--- src/rtl/phase_sequencer.sv ---
// -----------------------------------------------------------------------------
// phase_sequencer
//
// Five-phase instruction sequencer: fetch (P1), decode (P2), execute (P3),
// memory (P4), writeback (P5). Each instruction takes exactly five cycles.
// Datapath strobes are decoded from the current state and the instruction
// word. The data-selector switches are registered on the edge leaving P2.
//
// Ports
//   clk        in   sole clock, rising edge
//   rst_n      in   asynchronous active-low reset
//   run        in   one-cycle start/resume pulse (from IDLE or HALT)
//   stop       in   one-cycle pulse, stop after the current instruction
//   op[15:0]   in   instruction word, valid from P2 onward
//   phase[4:0] out  one-hot P1..P5 (bit0 = P1), zero when not executing
//   ir_load    out  instruction register load (P1)
//   pc_load    out  program counter load (P5, not on HLT)
//   mem_write  out  memory write strobe (P4, store)
//   reg_write  out  register file write strobe (P5, writing instructions)
//   switch1..6 out  registered data-selector controls
//   running    out  executing P1..P5
//   halted     out  sitting in HALT
//
// Build option
//   PHASE_STEP_MODE_EN  when defined, every non-HLT instruction returns to
//                       IDLE after P5, so each run pulse executes one
//                       instruction. When undefined, the sequencer free-runs
//                       until a stop is recorded or a HLT is executed.
//
// state | meaning
// ------+---------------------------------------------------------------
// IDLE  | not executing, waiting for run
// P1    | fetch, instruction register loads
// P2    | decode, switches captured on exit
// P3    | execute
// P4    | memory access, store writes here
// P5    | writeback and PC update, choose next instruction or stop
// HALT  | HLT executed, waiting for run
// -----------------------------------------------------------------------------
module phase_sequencer (
    input  logic        clk,
    input  logic        rst_n,
    input  logic        run,
    input  logic        stop,
    input  logic [15:0] op,
    output logic [4:0]  phase,
    output logic        ir_load,
    output logic        pc_load,
    output logic        mem_write,
    output logic        reg_write,
    output logic        switch1,
    output logic        switch2,
    output logic        switch3,
    output logic        switch4,
    output logic        switch5,
    output logic        switch6,
    output logic        running,
    output logic        halted
);

    typedef enum logic [2:0] {
        S_IDLE = 3'd0,
        S_P1   = 3'd1,
        S_P2   = 3'd2,
        S_P3   = 3'd3,
        S_P4   = 3'd4,
        S_P5   = 3'd5,
        S_HALT = 3'd6
    } state_t;

    state_t     state, state_next;
    logic       stop_pending, stop_pending_next;
    logic [5:0] sw_q;

    logic [1:0] op_class;
    logic [3:0] op_func;
    logic       is_hlt;
    logic       is_store;
    logic       writes_reg;
    logic       in_phase;
    logic       unused_op_bits;

    assign op_class = op[15:14];
    assign op_func  = op[7:4];
    assign is_hlt   = (op_class == 2'b11) && (op_func == 4'b1111);
    assign is_store = (op_class == 2'b01);

    // Loads, immediate loads and every ALU-class op except the two
    // non-writing functions and HLT update the register file.
    assign writes_reg = (op_class == 2'b00) ||
                        ((op_class == 2'b10) && (op[13:11] == 3'b000)) ||
                        ((op_class == 2'b11) && (op_func != 4'b0101) &&
                         (op_func != 4'b0110) && (op_func != 4'b1111));

    assign unused_op_bits = ^{op[10:8], op[3:0]};

    assign in_phase = (state == S_P1) || (state == S_P2) || (state == S_P3) ||
                      (state == S_P4) || (state == S_P5);

    // -------------------------------------------------------------------------
    // State, stop flag and switch registers
    // -------------------------------------------------------------------------
    always_ff @(posedge clk or negedge rst_n) begin
        if (!rst_n) begin
            state        <= S_IDLE;
            stop_pending <= 1'b0;
            sw_q         <= 6'b0;
        end else begin
            state        <= state_next;
            stop_pending <= stop_pending_next;
            if (state == S_P2) begin
                sw_q <= {(op_class == 2'b01),                            // switch6
                         (op_class == 2'b10),                            // switch5
                         ((op_class == 2'b11) && (op_func == 4'b1100)),  // switch4
                         (op_class == 2'b10),                            // switch3
                         (op_class == 2'b10),                            // switch2
                         (op_class == 2'b10)};                           // switch1
            end
        end
    end

    // -------------------------------------------------------------------------
    // Next state and stop flag
    // -------------------------------------------------------------------------
    always_comb begin
        state_next        = state;
        stop_pending_next = stop_pending;

        case (state)
            S_IDLE, S_HALT: begin
                // stop wins over a simultaneous run
                if (run && !stop) begin
                    state_next = S_P1;
                end
            end
            S_P1: state_next = S_P2;
            S_P2: state_next = S_P3;
            S_P3: state_next = S_P4;
            S_P4: state_next = S_P5;
            S_P5: begin
                // a stop arriving in P5 itself still ends this run
                if (is_hlt) begin
                    state_next = S_HALT;
`ifdef PHASE_STEP_MODE_EN
                end else begin
                    state_next = S_IDLE;
                end
`else
                end else if (stop_pending || stop) begin
                    state_next = S_IDLE;
                end else begin
                    state_next = S_P1;
                end
`endif
            end
            default: state_next = S_IDLE;
        endcase

        if (in_phase && stop) begin
            stop_pending_next = 1'b1;
        end
        if ((state_next == S_IDLE) || (state_next == S_HALT)) begin
            stop_pending_next = 1'b0;
        end
    end

    // -------------------------------------------------------------------------
    // Outputs: decoded from state (and the instruction word) only
    // -------------------------------------------------------------------------
    always_comb begin
        phase     = 5'b00000;
        ir_load   = 1'b0;
        pc_load   = 1'b0;
        mem_write = 1'b0;
        reg_write = 1'b0;

        case (state)
            S_P1: begin
                phase   = 5'b00001;
                ir_load = 1'b1;
            end
            S_P2: phase = 5'b00010;
            S_P3: phase = 5'b00100;
            S_P4: begin
                phase     = 5'b01000;
                mem_write = is_store;
            end
            S_P5: begin
                phase     = 5'b10000;
                reg_write = writes_reg;
                pc_load   = !is_hlt;
            end
            default: ;
        endcase
    end

    assign running = in_phase;
    assign halted  = (state == S_HALT);

    assign switch1 = sw_q[0];
    assign switch2 = sw_q[1];
    assign switch3 = sw_q[2];
    assign switch4 = sw_q[3];
    assign switch5 = sw_q[4];
    assign switch6 = sw_q[5];

endmodule

--- config.mk ---
export PLATFORM = sky130hd
export DESIGN_NAME = phase_sequencer
export DESIGN_NICKNAME = d
export VERILOG_FILES = /design/src/rtl/phase_sequencer.sv
export SDC_FILE = /design/constraint.sdc
export NUM_CORES = 1
export LEC_CHECK = 0
export ABC_AREA = 1
export CAP_MARGIN = 15
export CORE_MARGIN = 5
export CORE_UTILIZATION = 36
export CTS_CLUSTER_SIZE = 12
export DETAILED_ROUTE_END_ITERATION = 10
export HOLD_SLACK_MARGIN = 0.1
export MAX_ROUTING_LAYER = met4
export PLACE_DENSITY = 0.83
export SYNTH_ARGS = -nofsm -noshare
export SYNTH_HDL_FRONTEND = slang
export SYNTH_SLANG_ARGS = --single-unit
--- constraint.sdc ---
create_clock -name clk -period 1.7 [get_ports clk]
set_input_delay 0.34 -clock clk [delete_from_list [all_inputs] [get_ports clk]]
set_output_delay 0.34 -clock clk [all_outputs]
set_load 0.02 [all_outputs]
# After elaboration in Yosys (flattened, before gate mapping)
# Cells that the tools add are included.
# word_totals
ff_bits	10
out_inout_bits	17
elab_cells	53
# op_classes
n_eq_ne	15
mux	11
n_reduce_logical	24
# op_table
operator	n
5-bit case mux with 5 select lines	1
3-bit case mux with 6 select lines	1
3-bit == test (second input constant)	4
3-bit logical NOT	3
4-bit == test (second input constant)	2
1-bit logical AND	8
1-bit logical OR	8
4-bit by 3-bit != test with 1-bit output (second input constant)	2
1-bit 2-to-1 mux	7
3-bit by 2-bit == test with 1-bit output (second input constant)	2
3-bit 2-to-1 mux	2
2-bit == test (second input constant)	2
4-bit != test (second input constant)	1
3-bit by 1-bit == test with 1-bit output (second input constant)	1
2-bit by 1-bit == test with 1-bit output (second input constant)	1
1-bit logical NOT	2
2-bit logical NOT	1
2-bit nonzero test	1
2-bit OR reduction	1

# Logic depth before layout (Yosys ltp)
# Gate-level depths: netlist of run 1.
# depth
depth_word	8
depth_mapped	7
depth_no_buf	7

# Least setup slack after synthesis of run 1
# Ideal clock, no wire load.
# synth_path
path_type	reg-to-output
from	reg state[1]
to	out reg_write
arrival_time_ps	1170
required_time_ps	1360
setup_slack_ps	190
stages_incl_launch_ff	6
cell_sequence	dfrtp_1 -> inv_2 -> nand2_2 -> nor2_4 -> inv_2 -> a21oi_1
# synth_between
elab_chain_cells	2
# synth_rtl
item	line	text
start, declared	71	state_t state, state_next;
start signal, assigned	109	state <= state_next;
3-bit == test	177	case (state)
1-bit 2-to-1 mux	177	
end, declared	50	output logic reg_write,
# Every way passes these cells.

# Final worst setup path of run 1
# layout_path
from	reg state[2]
to	out phase[1]
# layout_between
elab_chain_cells	2
# layout_rtl
item	line	text
3-bit == test (tied with other cells)	177	
5-bit case mux with 5 select lines (*)	177	
end, declared	46	output logic [4:0] phase,
# Mark *: on every way between the ends. The rest lies on a longest branch, timed or not.

==> flow_summary.yaml, run 1 <==
timing:
  slew_headroom: 0.785
  fin_crit_sh: 0.964
  clock_skew_ns: 0.00260
  hold_viol_final: 0
  max_freq_mhz: 610
  rsz0062_at_grt: "false"
  period_needed_ns: 1.64
  setup_violations: 0
  worstMarginPinSlew_ns: 0.322
  hold_slack_ns: 0.338
  setup_ws_ns: 0.0619
  final_max_slew_viol_count: 0
  fin_tns_setup_ns: 0
clock_network:
  root_buffer: "clkbuf_4"
  clock_sinks: 7
  clk_pin_slew_ns: 0.05
  cts_buffer_depth: 2
  clock_latency_ns: 0.26
  htree_levels: 1
  hold_buffers: 0
  cts_made_buffers: 3
  cts_tree: "yes"
setup_path:
  reg2reg_slack_ns: 0.54
  crit_path_end_kind: "output pin"
  path_buf_inv: 3
  cp_top_family: "buffers and inverters"
  arrival_ns: 1.30
  crit_slowest_cell: "dfrtp_2"
  critPathLaunchType: "register"
  crit_fanout: 6
  critPathMaxStageDelay_ns: 0.44
  crit_required_ns: 1.36
  cp_cell_sequence: "inv_4 > nand3_2 > inv_2 > dlygate4sd2_1"
  critPathKind: "reg -> out"
routing:
  dr.pass1.iters: 4
  drc_errors: 0
  via_count: 641
  first_iter_violations: 14
  wl_per_cell_um: 11.3
  via_per_inst: 4.61
  wl_um: 1570
  ant_nets: 0
floorplan:
  rows: 13
  die_y_um: 47.9
  io_pins: 37
  dieArea_um2: 2300
  core_um2: 1330
  start_util: 0.388
  die_w_um: 47.9
cells_and_area:
  fin_util: 0.705
  final_layout_size_suffix_gt1_frac: 0.395
  stdcell_count: 139
  antenna_cells: 0
  final_nets: 145
  post-route-cell-area_um2: 940
  area_delta_synth_final_pct: 81.4
global_route:
  overflow: 0
  antenna_found_initial: 0
  grt_pass1_vias: 612
  gr-usage-all-layers: 0.169
  grt_max_degree: 8
  grt_pass1_wl_um: 2500
placement:
  place_ws_ns: -0.499
  globalplace.congestion: 0.864
  placed_area_um2: 910
  placed_cells: 130
  io_buffers: 29
  detailed_place_hpwl_um: 1280
hold_path:
  hold_path.class: "in -> async"
synth:
  netlist_area_um2: 518
  postSynthAreaPerCell_um2: 6.91
  syn_inst: 75
  synth_nets: 95
  synth-seq-area-share: 0.338
  synth_warnings: 0
  synth_seq_cells: 7
  yosysUniqueCellTypes: 20
run_status:
  outcome: "completed"
power_and_ir_drop:
  design_power_total_mw: 1.39
  power_density_nw_per_um2: 1480
  vdd_drop_max_v: 0.000642
  p_leak_nw: 0.568
job:
  maxCapViolations: 0
[power breakdown]
group	total, mW	switching, mW	internal, mW
clock network	0.156	0.0661	0.0899
registers	0.295	0.0578	0.237
logic	0.937	0.529	0.408
[layout by cell type (no fill, tap or decap), drive strengths merged]
cell type,count
clkdlybuf4s50,9
nand4,2
nor2,6
o21ai,1
a21oi,1
clkinv,1
nand3,10
dlygate4sd2,8
a21o,1
buf,23
inv,16
nor3,3
o31ai,2
dfrtp,7
clkbuf,10
nand2,20
or2,1
dlymetal6s2s,3
[cells in the mapped netlist (all sizes together)]
| cell type | instances | share of area |
|---|---|---|
| nor3 | 3 | 0.039 |
| nor2 | 6 | 0.058 |
| clkinv | 1 | 0.0072 |
| inv | 16 | 0.12 |
| o31ai | 2 | 0.029 |
| o21ai | 1 | 0.0097 |
| a21o | 1 | 0.014 |
| buf | 4 | 0.058 |
| dfrtp | 7 | 0.34 |
| a21oi | 1 | 0.0097 |
| nand2 | 20 | 0.15 |
| nand3 | 10 | 0.13 |
| or2 | 1 | 0.012 |
| nand4 | 2 | 0.024 |
[metal layers]
layer,up-vias,global-route usage,share of wire
met5,-,-,0
met4,0,0.140,0.025
met3,5,0.0414,0.073
met2,22,0.269,0.49
met1,282,0.173,0.41
li1,332,-,-
[cells by family after synthesis]
kind of cell | after synthesis | share of synthesized area
flip-flops | 7 | 0.338
AO/OA/AOI/OAI | 5 | 0.0628
buffers and inverters | 21 | 0.186
AND/OR/NAND/NOR | 42 | 0.413
[final timing paths]
check,start,to,cells past startpoint
hold reg to reg,sw_q[5],sw_q[5],2
max in group asynchronous,rst_n,state[2],1
setup / recovery,state[2],phase[1],4
setup reg to reg,state[0],stop_pending,8
hold / removal,rst_n,state[0],1
min in group clk,sw_q[5],sw_q[5],2
[flip-flops by register name, indices dropped and copies added (netlist names)]
signal        flops
state             3
sw_q              3
stop_pending      1
[area by class of cell]
cell class	instances	area (um2)
repair buffers	49	398
fillers	104	394
inverters	17	66.3
well taps	15	18.8
flip-flops and latches	7	176
multi-input cells	47	254
clock buffers	4	26.3
[what timing repair did]
| action | 4_1_cts | 5_1_grt |
|---|---|---|
| endpoints found under the setup margin | 11 | 9 |
| gates resized for setup | 37 | 12 |
| buffers inserted | 5 | 0 |
| pin swaps | 5 | 3 |
(Power assumes the default switching activity.)
==> run 2: changes to the inputs <==
--- a/config.mk
+++ b/config.mk
@@ -7,13 +7,14 @@
 export LEC_CHECK = 0
 export ABC_AREA = 1
 export CAP_MARGIN = 15
-export CORE_MARGIN = 5
+export CORE_MARGIN = 2
 export CORE_UTILIZATION = 36
 export CTS_CLUSTER_SIZE = 12
 export DETAILED_ROUTE_END_ITERATION = 10
 export HOLD_SLACK_MARGIN = 0.1
 export MAX_ROUTING_LAYER = met4
 export PLACE_DENSITY = 0.83
+export SETUP_SLACK_MARGIN = 0.2
 export SYNTH_ARGS = -nofsm -noshare
 export SYNTH_HDL_FRONTEND = slang
 export SYNTH_SLANG_ARGS = --single-unit
==> flow_summary.yaml, run 2 (same netlist as run 1, synthesis figures left out) <==
run_status:
  outcome: "completed"
routing:
  wl_um: 1530
  via_per_inst: 4.79
  dr.pass1.iters: 4
  drc_errors: 0
  via_count: 661
  wl_per_cell_um: 11.1
  first_iter_violations: 16
  ant_nets: 0
setup_path:
  critPathKind: "in -> out"
  crit_fanout: 1
  path_buf_inv: 2
  arrival_ns: 1.27
  cp_top_family: "buffers and inverters"
  critPathLaunchType: "input port"
  cp_cell_sequence: "clkdlybuf4s50_1 > nor3_2 > o21ai_1 > a21oi_2 > buf_4"
  crit_required_ns: 1.36
  crit_slowest_cell: "clkdlybuf4s50_1"
  crit_path_end_kind: "output pin"
  critPathMaxStageDelay_ns: 0.41
timing:
  worstMarginPinSlew_ns: 0.364
  setup_violations: 0
  setup_ws_ns: 0.0936
  hold_viol_final: 0
  slew_headroom: 0.756
  period_needed_ns: 1.61
  hold_slack_ns: 0.364
  fin_crit_sh: 0.945
  final_max_slew_viol_count: 0
  rsz0062_at_grt: "true"
  max_freq_mhz: 623
  clock_skew_ns: 0.000290
clock_network:
  root_buffer: "clkbuf_4"
  cts_made_buffers: 3
  clock_sinks: 7
  cts_tree: "yes"
  clock_latency_ns: 0.25
  clk_pin_slew_ns: 0.05
  htree_levels: 1
  cts_buffer_depth: 2
power_and_ir_drop:
  p_sw_uw: 711
  p_seq_frac: 0.199
  switching_share: 0.467
  power_density_nw_per_um2: 1540
  p_clk_frac: 0.101
  design_power_total_mw: 1.52
  power_frac_comb: 0.700
  vdd_drop_max_v: 0.000740
  intPower_uw: 810
  p_leak_nw: 0.575
global_route:
  antenna_found_initial: 0
  overflow: 0
  gr-usage-all-layers: 0.184
  grt_max_degree: 8
  grt_pass1_vias: 604
  grt_pass1_wl_um: 2370
cells_and_area:
  final_nets: 144
  antenna_cells: 0
  final_layout_size_suffix_gt1_frac: 0.463
  area_delta_synth_final_pct: 91.3
  layout_common_cells: "24 x buf_4, 18 x nand2_1, 13 x dlygate4sd2_1, 8 x inv_1, 7 x inv_2"
  layout_commonest_cell: "buf_4"
  largestRegisters: "state: 3 flops, sw_q: 3 flops, stop_pending: 1 flops"
  fin_util: 0.752
floorplan:
  die_y_um: 41.9
  io_pins: 37
  start_util: 0.393
  rows: 13
  dieArea_um2: 1760
  die_w_um: 41.9
  core_um2: 1320
job:
  maxCapViolations: 0
placement:
  globalplace.congestion: 0.764
  detailed_place_hpwl_um: 1180
  place_ws_ns: -0.494
  io_buffers: 29
hold_path:
  hold_path.class: "in -> async"
==> run 2: changes by cell type in the layout (fill, tap and decap cells not counted), moves of 3 or more <==
cell | before | now
dlygate4sd2_1 | 8 | 13
nand3_2 | 3 | 6
clkdlybuf4s50_1 | 9 | 5
dlymetal6s2s_1 | 3 | 0
clkbuf_2 | 6 | 0
nand3_1 | 7 | 4
buf_6 | 0 | 6
==> run 2: area by class of cell <==
type,count,area [um2]
Inverter,17,66.3
Clock buffer,4,26.3
Sequential cell,7,176
Timing Repair Buffer,48,412
Multi-Input combinational cell,47,292
Fill cell,114,327
Tap cell,15,18.8
==> run 2: worst reg2reg max path: stages, from the launching register on <==
cell,delay [ns]
dfrtp_2,0.41
inv_2,0.07
buf_4,0.13
nand3_2,0.07
buf_4,0.15
nand2_2,0.06
inv_2,0.05
nand4_1,0.09
nand2_1,0.07
inv_1,0.04
==> run 2: per-layer routing <==
layer	vias up	GRT usage	wire length, um
met4	0	0.135	19
li1	325	-	-
met5	-	-	0
met2	26	0.313	806
met3	3	0.0130	79
met1	307	0.201	628
==> run 2: timing repair <==
action                                  CTS  global route
hold buffers                              0             0
resized for setup                        74            14
endpoints found under the hold margin     0             0
buffers inserted                          1             1
endpoints found under the setup margin   17            11
pin swaps                                 8             4
==> run 2: path summary, 6_finish.rpt <==
kind / cells past startpoint / startpoint / slack (ns) / to
min: 1 / rst_n / 0.36 / stop_pending
max reg2reg: 9 / state[0] / 0.46 / stop_pending
min reg2reg: 2 / sw_q[5] / 0.48 / sw_q[5]
min in group clk: 2 / op[14] / 0.47 / sw_q[4]
max: 5 / op[11] / 0.09 / reg_write
max in group asynchronous: 1 / rst_n / 1.05 / state[0]
==> run 2: power by group through the flow <==
| stage | registers (mW) | logic [mW] | clock network [mW] |
|---|---|---|---|
| after detailed placement | 0.300 | 1.02 | 0 |
| after floorplan | 0.330 | 0.536 | 0 |
| after global routing | 0.312 | 1.14 | 0.167 |
| after CTS | 0.295 | 0.990 | 0.156 |
| after global placement | 0.294 | 1.01 | 0 |
| final | 0.303 | 1.06 | 0.154 |
==> run 2: metrics by stage <==
stage | cell area [um2] | cells | setup TNS (ns)
final | 991 | 138 | 0
after global routing | 991 | 138 | 0
after CTS | 932 | 137 | 0
after detailed placement | 928 | 132 | -1.32
after global placement | 928 | 132 | -1.26
after floorplan | 522 | 75 | 0
